==> config.mk <==
export PLATFORM = sky130hd
export DESIGN_NAME = uart_rx_flat
export DESIGN_NICKNAME = d
export VERILOG_FILES = /design/src/rtl/uart_rx_pkg.sv /design/src/rtl/uart_rx_if.sv /design/src/rtl/uart_rx_sync_2ff.sv /design/src/rtl/uart_rx.sv /design/src/flat_wrapper.sv
export SDC_FILE = /design/constraint.sdc
export NUM_CORES = 1
export LEC_CHECK = 0
export ABC_CLOCK_PERIOD_IN_PS = 3100
export BUFFER_PORTS_ARGS = -buffer_cell sky130_fd_sc_hd__buf_2
export CAP_MARGIN = 10
export CELL_PAD_IN_SITES_DETAIL_PLACEMENT = 1
export CELL_PAD_IN_SITES_GLOBAL_PLACEMENT = 1
export CORE_UTILIZATION = 35
export DETAILED_ROUTE_END_ITERATION = 8
export PLACE_DENSITY = 0.73
export SETUP_SLACK_MARGIN = 0.1
export SLEW_MARGIN = 20
export SYNTH_ARGS = -nofsm -noshare
export SYNTH_HDL_FRONTEND = slang
export SYNTH_SLANG_ARGS = --single-unit
==> constraint.sdc <==
create_clock -name clock -period 3.1 [get_ports clock]
set_input_delay 0 -clock clock [delete_from_list [all_inputs] [get_ports clock]]
set_output_delay 0 -clock clock [all_outputs]
set_load 0.01 [all_outputs]
==> src/rtl/uart_rx_pkg.sv <==
// Shared UART definitions: receiver states, data width and baud divider helper.
package uart_rx_pkg;

    localparam int unsigned DATA_BITS = 8;

    typedef enum logic [2:0] {
        ST_IDLE,
        ST_START,
        ST_DATA,
        ST_STOP,
        ST_BREAK
    } rx_state_e;

    // Clock cycles per bit, rounded to nearest.
    function automatic int unsigned baud_divider(input int unsigned clock_hz,
                                                 input int unsigned baud);
        return (clock_hz + baud / 2) / baud;
    endfunction

endpackage

==> src/rtl/uart_rx_if.sv <==
// Receive-side byte stream with sticky error flags and a busy indication.
interface uart_rx_if;
    import uart_rx_pkg::*;

    logic [DATA_BITS-1:0] data;
    logic                 valid;
    logic                 ready;
    logic                 frame_err;
    logic                 overrun;
    logic                 clr_err;
    logic                 busy;

    modport master (
        output data, valid, frame_err, overrun, busy,
        input  ready, clr_err
    );

    modport slave (
        input  data, valid, frame_err, overrun, busy,
        output ready, clr_err
    );

endinterface

==> src/rtl/uart_rx_sync_2ff.sv <==
// Two-flop synchroniser for an asynchronous single-bit input.
module uart_rx_sync_2ff #(
    parameter logic RESET_VAL = 1'b0
) (
    input  logic clock,
    input  logic reset,
    input  logic d,
    output logic q
);

    logic meta_q;
    logic meta_d;
    logic sync_q;
    logic sync_d;

    // Shift the input through the two stages.
    always_comb begin
        meta_d = d;
        sync_d = meta_q;
    end

    // Stage registers, preset to the line's resting value.
    always_ff @(posedge clock) begin
        if (reset) begin
            meta_q <= RESET_VAL;
            sync_q <= RESET_VAL;
        end else begin
            meta_q <= meta_d;
            sync_q <= sync_d;
        end
    end

    assign q = sync_q;

endmodule

==> src/rtl/uart_rx.sv <==
// 8N1-style UART receiver: start-bit validation, centre sampling, stop check,
// and a valid/ready holding register with sticky frame/overrun flags.
module uart_rx
    import uart_rx_pkg::*;
#(
    parameter int unsigned Clock = 50000000,
    parameter int unsigned Baud  = 115200,
    parameter int unsigned Stop  = 1
) (
    input  logic     clock,
    input  logic     reset,
    input  logic     rxd,
    uart_rx_if.master rx
);

    localparam int unsigned DIVIDER = baud_divider(Clock, Baud);
    localparam int unsigned CNT_W   = $clog2(DIVIDER);

    localparam logic [CNT_W-1:0] CNT_LAST  = CNT_W'(DIVIDER - 1);
    localparam logic [CNT_W-1:0] CNT_HALF  = CNT_W'(DIVIDER / 2 - 1);
    localparam logic [2:0]       IDX_LAST  = 3'(DATA_BITS - 1);
    localparam logic [2:0]       SIDX_LAST = 3'(Stop - 1);

    if (DIVIDER < 4) begin : g_div_check
        $error("uart_rx: baud divider %0d is below 4", DIVIDER);
    end

    if (Stop < 1 || Stop > 8) begin : g_stop_check
        $error("uart_rx: Stop=%0d outside 1..8", Stop);
    end

    logic                 rx_s;

    rx_state_e            state_q, state_d;
    logic [CNT_W-1:0]     cnt_q, cnt_d;
    logic [2:0]           idx_q, idx_d;
    logic [2:0]           sidx_q, sidx_d;
    logic [DATA_BITS-1:0] shreg_q, shreg_d;
    logic [DATA_BITS-1:0] data_q, data_d;
    logic                 valid_q, valid_d;
    logic                 frame_err_q, frame_err_d;
    logic                 overrun_q, overrun_d;
    logic                 busy_q, busy_d;

    logic                 deliver;
    logic                 stop_err;
    logic                 drop;

    uart_rx_sync_2ff #(
        .RESET_VAL (1'b1)
    ) u_sync (
        .clock (clock),
        .reset (reset),
        .d     (rxd),
        .q     (rx_s)
    );

    // Frame sequencing, holding-register handshake and error flag updates.
    always_comb begin
        state_d     = state_q;
        cnt_d       = cnt_q;
        idx_d       = idx_q;
        sidx_d      = sidx_q;
        shreg_d     = shreg_q;
        data_d      = data_q;
        valid_d     = valid_q;
        frame_err_d = frame_err_q;
        overrun_d   = overrun_q;
        deliver     = 1'b0;
        stop_err    = 1'b0;
        drop        = 1'b0;

        case (state_q)
            ST_IDLE: begin
                if (!rx_s) begin
                    state_d = ST_START;
                    cnt_d   = '0;
                end
            end
            ST_START: begin
                // Half a bit in: a line back high was only a glitch.
                if (cnt_q == CNT_HALF) begin
                    cnt_d = '0;
                    if (!rx_s) begin
                        state_d = ST_DATA;
                        idx_d   = '0;
                    end else begin
                        state_d = ST_IDLE;
                    end
                end else begin
                    cnt_d = cnt_q + 1'b1;
                end
            end
            ST_DATA: begin
                if (cnt_q == CNT_LAST) begin
                    cnt_d   = '0;
                    shreg_d = {rx_s, shreg_q[DATA_BITS-1:1]};
                    idx_d   = idx_q + 1'b1;
                    if (idx_q == IDX_LAST) begin
                        state_d = ST_STOP;
                        sidx_d  = '0;
                    end
                end else begin
                    cnt_d = cnt_q + 1'b1;
                end
            end
            ST_STOP: begin
                if (cnt_q == CNT_LAST) begin
                    cnt_d = '0;
                    if (!rx_s) begin
                        stop_err = 1'b1;
                        state_d  = ST_BREAK;
                    end else if (sidx_q == SIDX_LAST) begin
                        // Return mid stop bit so the next start edge is caught.
                        deliver = 1'b1;
                        state_d = ST_IDLE;
                    end else begin
                        sidx_d = sidx_q + 1'b1;
                    end
                end else begin
                    cnt_d = cnt_q + 1'b1;
                end
            end
            ST_BREAK: begin
                if (rx_s) begin
                    state_d = ST_IDLE;
                end
            end
            default: begin
                state_d = ST_IDLE;
            end
        endcase

        if (deliver) begin
            if (!valid_q || rx.ready) begin
                data_d  = shreg_q;
                valid_d = 1'b1;
            end else begin
                drop = 1'b1;
            end
        end else if (valid_q && rx.ready) begin
            valid_d = 1'b0;
        end

        // A new error in the same cycle as a clear keeps the flag set.
        if (rx.clr_err) begin
            frame_err_d = 1'b0;
            overrun_d   = 1'b0;
        end
        if (stop_err) begin
            frame_err_d = 1'b1;
        end
        if (drop) begin
            overrun_d = 1'b1;
        end

        busy_d = (state_d != ST_IDLE);
    end

    // State and output registers.
    always_ff @(posedge clock) begin
        if (reset) begin
            state_q     <= ST_IDLE;
            cnt_q       <= '0;
            idx_q       <= '0;
            sidx_q      <= '0;
            shreg_q     <= '0;
            data_q      <= '0;
            valid_q     <= 1'b0;
            frame_err_q <= 1'b0;
            overrun_q   <= 1'b0;
            busy_q      <= 1'b0;
        end else begin
            state_q     <= state_d;
            cnt_q       <= cnt_d;
            idx_q       <= idx_d;
            sidx_q      <= sidx_d;
            shreg_q     <= shreg_d;
            data_q      <= data_d;
            valid_q     <= valid_d;
            frame_err_q <= frame_err_d;
            overrun_q   <= overrun_d;
            busy_q      <= busy_d;
        end
    end

    assign rx.data      = data_q;
    assign rx.valid     = valid_q;
    assign rx.frame_err = frame_err_q;
    assign rx.overrun   = overrun_q;
    assign rx.busy      = busy_q;

endmodule

==> src/flat_wrapper.sv <==
// flat-port wrapper written by rule: the top's interface ports become plain ports
module uart_rx_flat import uart_rx_pkg::*;
#(
    parameter int unsigned Clock = 50000000,
    parameter int unsigned Baud  = 115200,
    parameter int unsigned Stop  = 1
)
  (clock, reset, rxd, rx_data, rx_valid, rx_frame_err, rx_overrun, rx_busy, rx_ready, rx_clr_err);
  uart_rx_if rx_i ();
  input  logic clock;
  input  logic reset;
  input  logic rxd;
  output wire logic [$bits(rx_i.data)-1:0] rx_data;
  output wire logic [$bits(rx_i.valid)-1:0] rx_valid;
  output wire logic [$bits(rx_i.frame_err)-1:0] rx_frame_err;
  output wire logic [$bits(rx_i.overrun)-1:0] rx_overrun;
  output wire logic [$bits(rx_i.busy)-1:0] rx_busy;
  input wire logic [$bits(rx_i.ready)-1:0] rx_ready;
  input wire logic [$bits(rx_i.clr_err)-1:0] rx_clr_err;
  assign rx_data = rx_i.data;
  assign rx_valid = rx_i.valid;
  assign rx_frame_err = rx_i.frame_err;
  assign rx_overrun = rx_i.overrun;
  assign rx_busy = rx_i.busy;
  assign rx_i.ready = rx_ready;
  assign rx_i.clr_err = rx_clr_err;
  uart_rx #(.Clock(Clock), .Baud(Baud), .Stop(Stop)) u_core (.clock(clock), .reset(reset), .rxd(rxd), .rx(rx_i));
endmodule
Word level (Yosys, flattened, before mapping) --
Cells that the tools add are included.
Storage, ports and cells: flip-flop bits (word level) 40, output and inout bits 12
Operators by class: reductions and logical operators 19, add/subtract/negate cells 3, mux-type cells 39, eq/ne operators 16
Operator list (count):
- $mux W3 | 16
- $mux W9 | 3
- $pmux W9 S3 | 1
- $mux W1 | 15
- $pmux W3 S5 | 1
- $pmux W3 S2 | 2
- $ne A2 B2 Y1 const B | 5
- $reduce_bool A2 Y1 | 5
- $add A9 B1 Y9 const B | 1
- $eq A9 B8 Y1 const B | 1
- $eq A9 B9 Y1 const B | 1
- $ne A2 B1 Y1 const B | 4
- $reduce_and A2 Y1 | 4
- $add A3 B1 Y3 const B | 2
- $eq A3 B2 Y1 const B | 2
- $eq A3 B3 Y1 const B | 2
- $logic_not A3 Y1 | 2
- $reduce_and A6 Y1 | 1
- $reduce_bool A3 Y1 | 2
- $reduce_and A4 Y1 | 1
- $eq A3 B1 Y1 const B | 1
- $mux W2 | 1
- $reduce_or A2 Y1 | 1
- $logic_and A1 B1 Y1 | 1
- 2 further kinds | 2

Logic depth before layout (Yosys ltp) --
Gate-level depths: netlist of the first run.
word-level depth 7, mapped depth 8, depth with buffers taken out 7

Modules after synthesis --
Synthesis of the first run repeated with hierarchy kept, for this count alone.
Unflattened totals: cell total of the unflattened synthesis 227, area, all modules 1970.6 um2
Modules (own cells, without submodules):
- uart_rx | cells each 223, area an instance 1918.1 um2, instances 1
- uart_rx_sync_2ff | cells each 4, area an instance 52.6 um2, instances 1

Least setup slack after synthesis of the first run --
OpenSTA, ideal clock, no wires.
kind register to register, start reg u_core.cnt_q[0], end reg u_core.cnt_q[2], path slack 1.353 ns, data arrival time 1.676 ns, cell stages (with the launch flop) 9, setup time 0.072 ns, buffers on the path 1, data required time 3.028 ns, cells stage by stage dfxtp_1 > inv_1 > ha_1 > and4bb_1 > a211o_1 > a211oi_4 > buf_6 > a21oi_1 > mux2i_1
Between the ends: cells in the longest elaborated chain, start to end 3
Ends and longest elaborated chain:
- start, declared | line uart_rx.sv:35 | logic [CNT_W-1:0] cnt_q, cnt_d;
- start signal, assigned | line uart_rx.sv:175 | cnt_q <= cnt_d;
- $add A9 B1 Y9, or another cell as far along | line uart_rx.sv:91, uart_rx.sv:104, uart_rx.sv:121
- $mux W9, on equally long branches | line uart_rx.sv:95, uart_rx.sv:108, uart_rx.sv:82
- $pmux W9 S3 * | line uart_rx.sv:73 | case (state_q)
Every way passes the cells marked *; elsewhere a longest branch is shown, timed or not. A chain may end at the register's enable or synchronous reset.

Worst setup path after layout of the first run --
start reg u_core.cnt_q[0], end reg u_core.cnt_q[8]
The elaborated chain is that of the path after synthesis.

==> results.sh, run 1 <==
export IMPL_ys_seq_elements=40
export IMPL_vias=1477
export IMPL_post_route_period_util_pct=67.37
export IMPL_path_class="reg -> reg"
export IMPL_area_delta_synth_final_pct=11.92
export IMPL_cts_sinks=40
export IMPL_grt_setup_unrepaired="false"
export IMPL_io_pins=17
export IMPL_synth_top_area_share_pct=42.38
export IMPL_end_kind="flip-flop"
export IMPL_cts_buffers=5
export IMPL_hold_path_class="in -> reg"
export IMPL_fin_nets=234
export IMPL_drv_cap=0
export IMPL_hold_depth=3
export IMPL_grtUsageTotal_pct=15.72
export IMPL_path_cells="inv_1, ha_1, and4bb_1, a211o_1, a211oi_4, a21o_2, a22o_1"
export IMPL_cts_tree="yes"
export IMPL_cts_root_buf="clkbuf_8"
export IMPL_syn_avg_cell_area_sq_um=9.040
export IMPL_ys_warn_count=0
export IMPL_globalRouteOverflowTotal=0
export IMPL_place_congestion=0.7192
export IMPL_cts_hold_buf=2
export IMPL_postRouteAntennaNets=0
export IMPL_htreeDepth=2
export IMPL_reg2regPathDepth=7
export IMPL_core_sq_um=5140
export IMPL_max_stage_delay_ns=0.52
export IMPL_path_clk_slew_ns=0.08
export IMPL_hold_viol_final=0
export IMPL_num_rows=26
export IMPL_dr_pass1_iters=4
export IMPL_power_density_nw_per_um2=439.5
export IMPL_power_leakage_nw=0.8531
export IMPL_grt_pass1_vias=1377
export IMPL_insertedDiodeCount=0
export IMPL_crit_fanout=13
export IMPL_dp_hpwl_um=2820
export IMPL_grt_start_max_net_pins=34
export IMPL_synth_area_leaders="dfxtp_1, mux2i_1, a21oi_1"
export IMPL_max_freq_mhz=478.8
export IMPL_yosysTopAreaCell="dfxtp_1"
export IMPL_drt_iter0_markers=61
export IMPL_worst_slew_pin_slew_ns=0.8322
export IMPL_die_h_um=75.47
export IMPL_tns_ns=0
export IMPL_wire_per_inst_um=13.97
export IMPL_syn_area_sq_um=1889
export IMPL_routed_via_density=5.041
export IMPL_clk_latency_ns=0.29
export IMPL_cp_required_ns=3.34
export IMPL_max_slew_margin_pct=44.22
export IMPL_finalCriticalPeriod_ns=2.088
export IMPL_synth_top_cells_by_count="dfxtp_1, nand2_1, a21oi_1, nor2_1, mux2i_1"
export IMPL_dieArea_sq_um=5696
export IMPL_die_w_um=75.47
export IMPL_portBuffers=16
export IMPL_post_cts_buffers=0
export IMPL_cts_resized_gates=0
export IMPL_drt_wl_total_um=4092
export IMPL_yosysSeqAreaShare_pct=42.38
export IMPL_synth_most_common_cell="dfxtp_1"
export IMPL_synth_cell_types=47
export IMPL_peakVddDrop_mv=0.1494
export IMPL_grt_pass1_wl_um=6596
export IMPL_syn_nets=221
export IMPL_hold_ws_ns=0.08628
export IMPL_synthCells=209
export IMPL_crit_arrival_ns=2.33
export IMPL_cts_path_max_buffers=2
export IMPL_drc_errors=0
export IMPL_synth_edff_count=0
export IMPL_drive_above_1_share_pct=19.28
export IMPL_async_flop_share_pct=0
export IMPL_initial_core_util_pct=36.76
export IMPL_outcome="completed"
export IMPL_worstSetupStartpointType="flip-flop"
export IMPL_finalSetupViolations=0
export IMPL_cpMaxStageDelayCell="a211oi_4"
export IMPL_ys_flop_type="dfxtp_1"
export IMPL_antenna_found_initial=0
export IMPL_drv_slew=0
export IMPL_clock_skew_ns=0.004135
==> path summary, 6_finish.rpt <==
path              slack, ns                           end                       startpoint
setup / recovery       1.01  u_core.cnt_q[8]$_SDFFE_PP0P_     u_core.cnt_q[0]$_SDFFE_PP0P_
setup reg to reg       1.01  u_core.cnt_q[8]$_SDFFE_PP0P_     u_core.cnt_q[0]$_SDFFE_PP0P_
hold reg to reg        0.42    u_core.u_sync.q$_SDFF_PP1_  u_core.u_sync.meta_q$_SDFF_PP1_
hold / removal         0.09  u_core.rx.valid$_SDFFE_PP0P_                         rx_ready
==> critical path: cells and delay by family (launching register included) <==
| kind | cells | cell delay (ns) |
|---|---|---|
| AND/OR/NAND/NOR | 1 | 0.22 |
| adder cells (fa/ha/maj) | 1 | 0.19 |
| buffers and inverters | 1 | 0.09 |
| AO/OA/AOI/OAI | 4 | 1.15 |
| flip-flops | 1 | 0.38 |
==> metal layers <==
layer	GRT usage (%)	part of all wire (%)
met1	20.06	49
met2	24.90	46
met3	4.630	3.0
met4	6.379	1.7
met5	0	0
==> flip-flops by register name, summed over array words and instances, names as in the netlist <==
| name | count |
|---|---|
| u_core.rx.valid | 1 |
| u_core.rx.overrun | 1 |
| u_core.sidx_q | 3 |
| u_core.u_sync.meta_q | 1 |
| u_core.shreg_q | 8 |
| u_core.rx.data | 8 |
| u_core.cnt_q | 9 |
| u_core.u_sync.q | 1 |
| u_core.state_q | 3 |
| u_core.rx.frame_err | 1 |
| u_core.idx_q | 3 |
| u_core.rx.busy | 1 |
==> stage by stage <==
stage,instance area [sq um],cells,util [%],power (mW),setup WS [ns]
2_1_floorplan,1889,209,-,0.5617,1.353
3_3_place_gp,1997,283,38.85,0.5690,1.047
3_5_place_dp,1997,283,38.85,0.5700,1.033
4_1_cts,2115,293,41.14,0.9439,0.9899
5_1_grt,2115,293,41.14,0.9716,0.8224
6_report,2115,293,41.14,0.9294,1.012
==> power by group <==
| group | total, mW | internal (mW) | switching, mW | leakage, nW |
|---|---|---|---|---|
| Clock | 0.370 | 0.180 | 0.190 | 0.0434 |
| Sequential | 0.522 | 0.517 | 0.00510 | 0.323 |
| Combinational | 0.0373 | 0.0157 | 0.0216 | 0.487 |
==> kinds of logic (layout without fill, tap and decap cells) <==
logic type | Yosys count | in the layout | synth area share [%]
simple gates | 81 | 81 | 23.71
compound gates | 45 | 45 | 16.56
flops | 40 | 40 | 42.38
buf+inv | 21 | 35 | 4.967
mux | 12 | 12 | 6.358
fa+ha+maj | 7 | 7 | 4.636
xor+xnor | 3 | 3 | 1.391
==> layout by cell type, fill, tap and decap left out, drive strengths merged, types with 2 or more instances in the layout <==
cell,count
clkinvlp,2
buf,16
dlygate4sd3,2
a21o,4
nand4,3
nor2,18
a31oi,2
mux2i,12
or2,5
nand2,24
nand2b,6
o21ai,2
dfxtp,40
and4b,2
clkbuf,6
xnor2,2
and2,3
ha,7
a22oi,3
inv,9
a22o,4
nand3,8
a211oi,4
nor3,2
a21oi,19
nor2b,3
and4bb,2
==> cell type report <==
class	count	area (sq um)
inverters	9	33.78
well taps	70	87.58
clock inverters	2	15.01
flip-flops and latches	40	800.8
multi-input cells	148	994.7
fillers	644	3025
clock buffers	6	82.58
repair buffers	18	100.1
No activity file was read; power rests on OpenSTA's default activity.
==> run 2, diff against run 1 <==
Settings changed: ABC_AREA set to 1, ABC_CLOCK_PERIOD_IN_PS 3100 to 1800, PLACE_DENSITY 0.73 to 0.77.
Clock period 3.1 ns to 1.8 ns, I/O delays scaled along.
==> results.sh, run 2 <==
export IMPL_outcome="completed"
export IMPL_drv_slew=0
export IMPL_path_class="reg -> reg"
export IMPL_synthCells=262
export IMPL_yosysTopAreaCell="dfxtp_1"
export IMPL_hold_path_class="in -> reg"
export IMPL_initial_core_util_pct=36.38
export IMPL_final_common_cell="nand2_1"
export IMPL_syn_area_sq_um=2003
export IMPL_die_w_um=77.65
export IMPL_largest_register="u_core.cnt_q"
export IMPL_largest_reg_flops=9
export IMPL_cts_path_max_buffers=2
export IMPL_grt_setup_unrepaired="false"
export IMPL_antenna_found_initial=0
export IMPL_syn_avg_cell_area_sq_um=7.646
export IMPL_drt_wl_total_um=4808
export IMPL_cts_root_buf="clkbuf_8"
export IMPL_max_freq_mhz=634.1
export IMPL_async_flop_share_pct=0
export IMPL_crit_arrival_ns=1.82
export IMPL_finalCriticalPeriod_ns=1.577
export IMPL_cp_required_ns=2.04
export IMPL_hold_depth=3
export IMPL_synth_cell_types=32
export IMPL_clock_skew_ns=0.006563
export IMPL_drt_iter0_markers=57
export IMPL_power_leakage_nw=1.011
export IMPL_drive_above_1_share_pct=22.84
export IMPL_dr_pass1_iters=4
export IMPL_path_clk_slew_ns=0.08
export IMPL_grt_pass1_wl_um=8314
export IMPL_io_pins=17
export IMPL_synth_area_leaders="dfxtp_1, nand2_1, nor2_1"
export IMPL_synth_most_common_cell="nand2_1"
export IMPL_globalRouteOverflowTotal=0
export IMPL_drv_cap=0
export IMPL_die_h_um=77.65
export IMPL_place_congestion=0.7501
export IMPL_area_delta_synth_final_pct=16.61
export IMPL_end_kind="flip-flop"
export IMPL_crit_fanout=8
export IMPL_worst_slew_pin_slew_ns=0.7289
export IMPL_grt_pass1_vias=1779
export IMPL_final_util_pct=42.42
export IMPL_num_rows=27
export IMPL_portBuffers=16
export IMPL_grt_start_max_net_pins=25
export IMPL_vias=1764
export IMPL_drc_errors=0
export IMPL_hold_viol_final=0
export IMPL_reg2reg_slack_ns=0.22
export IMPL_finalSetupViolations=0
export IMPL_reg2regPathDepth=10
export IMPL_clk_latency_ns=0.30
export IMPL_ys_warn_count=0
export IMPL_yosysSeqAreaShare_pct=39.98
export IMPL_cts_buffers=5
export IMPL_synth_top_area_share_pct=39.98
export IMPL_dp_hpwl_um=3546
export IMPL_fin_nets=300
export IMPL_tns_ns=0
export IMPL_wire_per_inst_um=13.32
export IMPL_htreeDepth=2
export IMPL_grtUsageTotal_pct=17.58
export IMPL_post_route_period_util_pct=87.62
export IMPL_final_cell_mix="nand2_1, nor2_1, dfxtp_1"
export IMPL_nFillCells=710
export IMPL_cts_tree="yes"
export IMPL_peakVddDrop_mv=0.4760
export IMPL_ys_seq_elements=40
export IMPL_routed_via_density=4.886
export IMPL_cts_sinks=40
export IMPL_synth_edff_count=0
export IMPL_worstSetupStartpointType="flip-flop"
export IMPL_postRouteAntennaNets=0
export IMPL_core_sq_um=5507
export IMPL_max_slew_margin_pct=51.35
export IMPL_finalPower_mw=1.718
export IMPL_ys_flop_type="dfxtp_1"
export IMPL_synth_top_cells_by_count="nand2_1, dfxtp_1, nor2_1, inv_1, o21ai_0"
export IMPL_insertedDiodeCount=0
export IMPL_syn_nets=274
export IMPL_dieArea_sq_um=6030
export IMPL_power_density_nw_per_um2=735.6
==> run 2: cell types whose count changed in the layout (fill, tap and decap cells not counted), sizes merged, moves of 6 or more <==
cell,delta
inv,+28
nor2,+27
mux2i,-12
nand2b,-6
nand3,+8
o21ai,+21
nand2,+23
==> run 2: report_power, final <==
group	internal, mW	switching (mW)	total (mW)
Clock	0.410	0.331	0.741
Combinational	0.0300	0.0501	0.0801
Sequential	0.891	0.00660	0.897
==> run 2: per-stage QoR <==
stage / setup WS (ns) / std cells / instance area [sq um] / hold WS (ns)
4_1_cts: 0.1913 / 359 / 2306 / 0.1121
3_5_place_dp: 0.2180 / 349 / 2175 / 0.1896
5_1_grt: 0.1021 / 361 / 2336 / 0.1112
3_3_place_gp: 0.2226 / 349 / 2175 / 0.1945
2_1_floorplan: 0.4126 / 262 / 2003 / 0.1038
6_report: 0.2229 / 361 / 2336 / 0.1067
==> run 2: repair_timing <==
action                                  in CTS  in global routing
hold buffers                                 2                  0
endpoints found under the setup margin       0                 11
gates resized for setup                      0                  8
buffers inserted                             0                  2
endpoints found under the hold margin        3                  0
==> run 2: cells by family after synthesis <==
kind of cell / Yosys count / share of synthesized area [%]
xor+xnor: 1 / 0.4373
compound gates: 51 / 15.18
flops: 40 / 39.98
simple gates: 122 / 31.98
fa+ha+maj: 7 / 4.372
buf+inv: 41 / 8.057
==> run 2: critical path, cell delays in order (launching register included) <==
cell and delay [ns]:
dfxtp_2 0.34, inv_1 0.08, ha_2 0.18, nand2_1 0.09
nor2_4 0.15, nand2_4 0.11, clkinv_4 0.09, nand3_4 0.09
nor2_8 0.18, o21ai_0 0.09, nor2_1 0.12
==> run 2: final timing paths <==
path	from	to
min	reset	u_core.cnt_q[1]$_SDFFE_PP0P_
max reg2reg	u_core.cnt_q[1]$_SDFFE_PP0P_	u_core.rx.data[3]$_SDFFE_PP0P_
max	u_core.cnt_q[1]$_SDFFE_PP0P_	u_core.rx.data[3]$_SDFFE_PP0P_
min reg2reg	u_core.u_sync.meta_q$_SDFF_PP1_	u_core.u_sync.q$_SDFF_PP1_
==> run 2: final cells by class <==
cell class	count	area, sq um	area share, %
Clock buffer	5	68.82	2.946
Clock inverter	3	42.54	1.821
Inverter	38	147.6	6.320
Multi-Input combinational cell	181	1054	45.10
Sequential cell	40	803.3	34.39
Tap cell	72	90.09	3.856
Timing Repair Buffer	22	130.1	5.570
==> run 2: per-layer routing <==
layer	vias up	wire length [um]	global-route usage [%]
li1	903	-	-
met1	834	2256	21.88
met5	-	0	0
met4	0	93	6.226
met3	10	106	3.176
met2	17	2352	30.18
==> run 3, diff against run 2 <==
Settings changed: ABC_AREA 1 to unset, PLACE_DENSITY 0.77 to 0.75.
==> results.sh, run 3 (same netlist as run 1, synthesis figures left out) <==
export IMPL_fin_nets=252
export IMPL_largest_register="u_core.cnt_q"
export IMPL_portBuffers=16
export IMPL_finalCriticalPeriod_ns=1.819
export IMPL_final_common_cell="dfxtp_1"
export IMPL_dp_cells=299
export IMPL_crit_cells=8
export IMPL_grt_pass1_wl_um=7141
export IMPL_drt_iter0_markers=65
export IMPL_post_route_period_util_pct=101.0
export IMPL_num_rows=26
export IMPL_multi_input_area_sq_um=1080
export IMPL_vias=1582
export IMPL_outcome="finished with violations"
export IMPL_violations="negative setup slack"
export IMPL_cpMaxStageDelayCell="dfxtp_4"
export IMPL_dp_hpwl_um=3141
export IMPL_grt_setup_unrepaired="true"
export IMPL_peakVddDrop_mv=0.2713
export IMPL_pwr_share_clk_pct=37.2
export IMPL_dieArea_sq_um=5696
export IMPL_drv_slew=0
export IMPL_drive_above_1_share_pct=32.92
export IMPL_htreeDepth=2
export IMPL_final_cell_area_sq_um=2351
export IMPL_crit_fanout=13
export IMPL_path_class="reg -> reg"
export IMPL_path_clk_slew_ns=0.08
export IMPL_postRouteAntennaNets=0
export IMPL_max_slew_margin_pct=63.90
export IMPL_wire_per_inst_um=14.39
export IMPL_p_seq_share_pct=57.1
export IMPL_path_cells="inv_2, ha_2, and4bb_1, a211o_1, a211oi_4, buf_12, a21oi_2, mux2i_1"
export IMPL_initial_core_util_pct=36.76
export IMPL_drc_errors=0
export IMPL_power_density_nw_per_um2=665.3
export IMPL_p_sw_share_pct=23.80
export IMPL_end_kind="flip-flop"
export IMPL_grt_start_max_net_pins=26
export IMPL_cts_root_buf="clkbuf_8"
export IMPL_place_congestion=0.7837
export IMPL_place_area_sq_um=2143
export IMPL_worst_slew_pin_slew_ns=0.5404
export IMPL_core_sq_um=5140
export IMPL_grt_pass1_vias=1562
export IMPL_cts_path_max_buffers=2
export IMPL_crit_family="compound AO/OA/AOI/OAI gates"
export IMPL_hold_path_class="in -> reg"
export IMPL_globalRouteOverflowTotal=0
export IMPL_cp_required_ns=2.01
export IMPL_max_freq_mhz=549.9
export IMPL_reg2regPathDepth=8
export IMPL_internal_power_mw=1.192
export IMPL_insertedDiodeCount=0
export IMPL_crit_arrival_ns=2.03
export IMPL_cts_tree="yes"
export IMPL_clk_latency_ns=0.29
export IMPL_power_leakage_nw=0.9879
export IMPL_dr_pass1_iters=4
export IMPL_cts_buffers=5
export IMPL_io_pins=17
export IMPL_grtUsageTotal_pct=16.58
export IMPL_p_sw_mw=0.3722
export IMPL_largest_reg_flops=9
export IMPL_final_cells=310
export IMPL_final_cell_mix="dfxtp_1, nand2_1, nor2_1"
export IMPL_die_w_um=75.47
export IMPL_hold_depth=2
export IMPL_routed_via_density=5.103
export IMPL_finalSetupViolations=4
export IMPL_drv_cap=0
export IMPL_hold_viol_final=0
export IMPL_area_delta_synth_final_pct=24.44
export IMPL_antenna_found_initial=0
export IMPL_worstSetupStartpointType="flip-flop"
export IMPL_final_seq_area_sq_um=809.5
export IMPL_die_h_um=75.47
export IMPL_max_stage_delay_ns=0.37
export IMPL_critPathBufInv=2
export IMPL_clock_skew_ns=0.01194
export IMPL_cts_sinks=40
export IMPL_drt_wl_total_um=4461
export IMPL_combPwrFrac_pct=5.7
export IMPL_nFillCells=631
export IMPL_fin_ws_ns=-0.01868
-- run 3: final timing paths --
kind,slack (ns),from,end
worst max-delay path,-0.02,u_core.cnt_q[0]$_SDFFE_PP0P_,u_core.cnt_q[2]$_SDFFE_PP0P_
worst min-delay path,0.03,reset,u_core.rx.valid$_SDFFE_PP0P_
worst max register to register,-0.02,u_core.cnt_q[0]$_SDFFE_PP0P_,u_core.cnt_q[2]$_SDFFE_PP0P_
worst min register to register,0.42,u_core.u_sync.meta_q$_SDFF_PP1_,u_core.u_sync.q$_SDFF_PP1_
-- run 3: per-stage QoR --
step | setup TNS [ns] | worst slack, ns | power [mW] | hold WS (ns) | util (%)
2_1_floorplan | 0 | 0.1033 | 0.9692 | 0.1038 | -
3_5_place_dp | -0.04202 | -0.02728 | 0.9956 | 0.1957 | 41.70
3_3_place_gp | 0 | 0.05991 | 0.9925 | 0.1836 | 41.70
6_report | -0.05113 | -0.01868 | 1.564 | 0.02666 | 45.74
5_1_grt | -0.4955 | -0.1141 | 1.615 | 0.03464 | 45.74
4_1_cts | -0.08234 | -0.03128 | 1.585 | 0.01655 | 43.94
-- run 3: what timing repair did --
item	4_1_cts	5_1_grt
gates resized for setup	4	18
pin swaps	1	5
setup endpoints to repair	19	34
hold buffers	2	0
buffers inserted	0	2
hold endpoints to repair	3	0
-- run 3: layout make-up --
cell class / instances / area share (%)
Clock inverter: 2 / 0.5322
Inverter: 9 / 1.437
Tap cell: 70 / 3.725
Clock buffer: 5 / 2.927
Sequential cell: 40 / 34.43
Timing Repair Buffer: 36 / 11.02
Multi-Input combinational cell: 148 / 45.93
-- run 3: worst register-to-register path, cell delays in order, from the launching register on --
cell and delay [ns]:
dfxtp_4 0.37, inv_2 0.04, ha_2 0.17, and4bb_1 0.21, a211o_1 0.31, a211oi_4 0.26
buf_12 0.17, a21oi_2 0.06, mux2i_1 0.16
-- run 3: power by group through the flow --
| stage | clock [mW] | sequential, mW | combinational (mW) |
|---|---|---|---|
| final | 0.581 | 0.894 | 0.0895 |
| after global routing | 0.621 | 0.894 | 0.0994 |
| after floorplan | 0 | 0.915 | 0.0546 |
| after global placement | 0 | 0.915 | 0.0774 |
| after detailed placement | 0 | 0.915 | 0.0804 |
| after CTS | 0.605 | 0.894 | 0.0858 |
-- run 3: routing by layer --
metal,global-route usage [%],wire [um]
met1,20.47,2046
met2,27.88,2254
met3,3.968,100
met4,6.584,60
met5,0,0
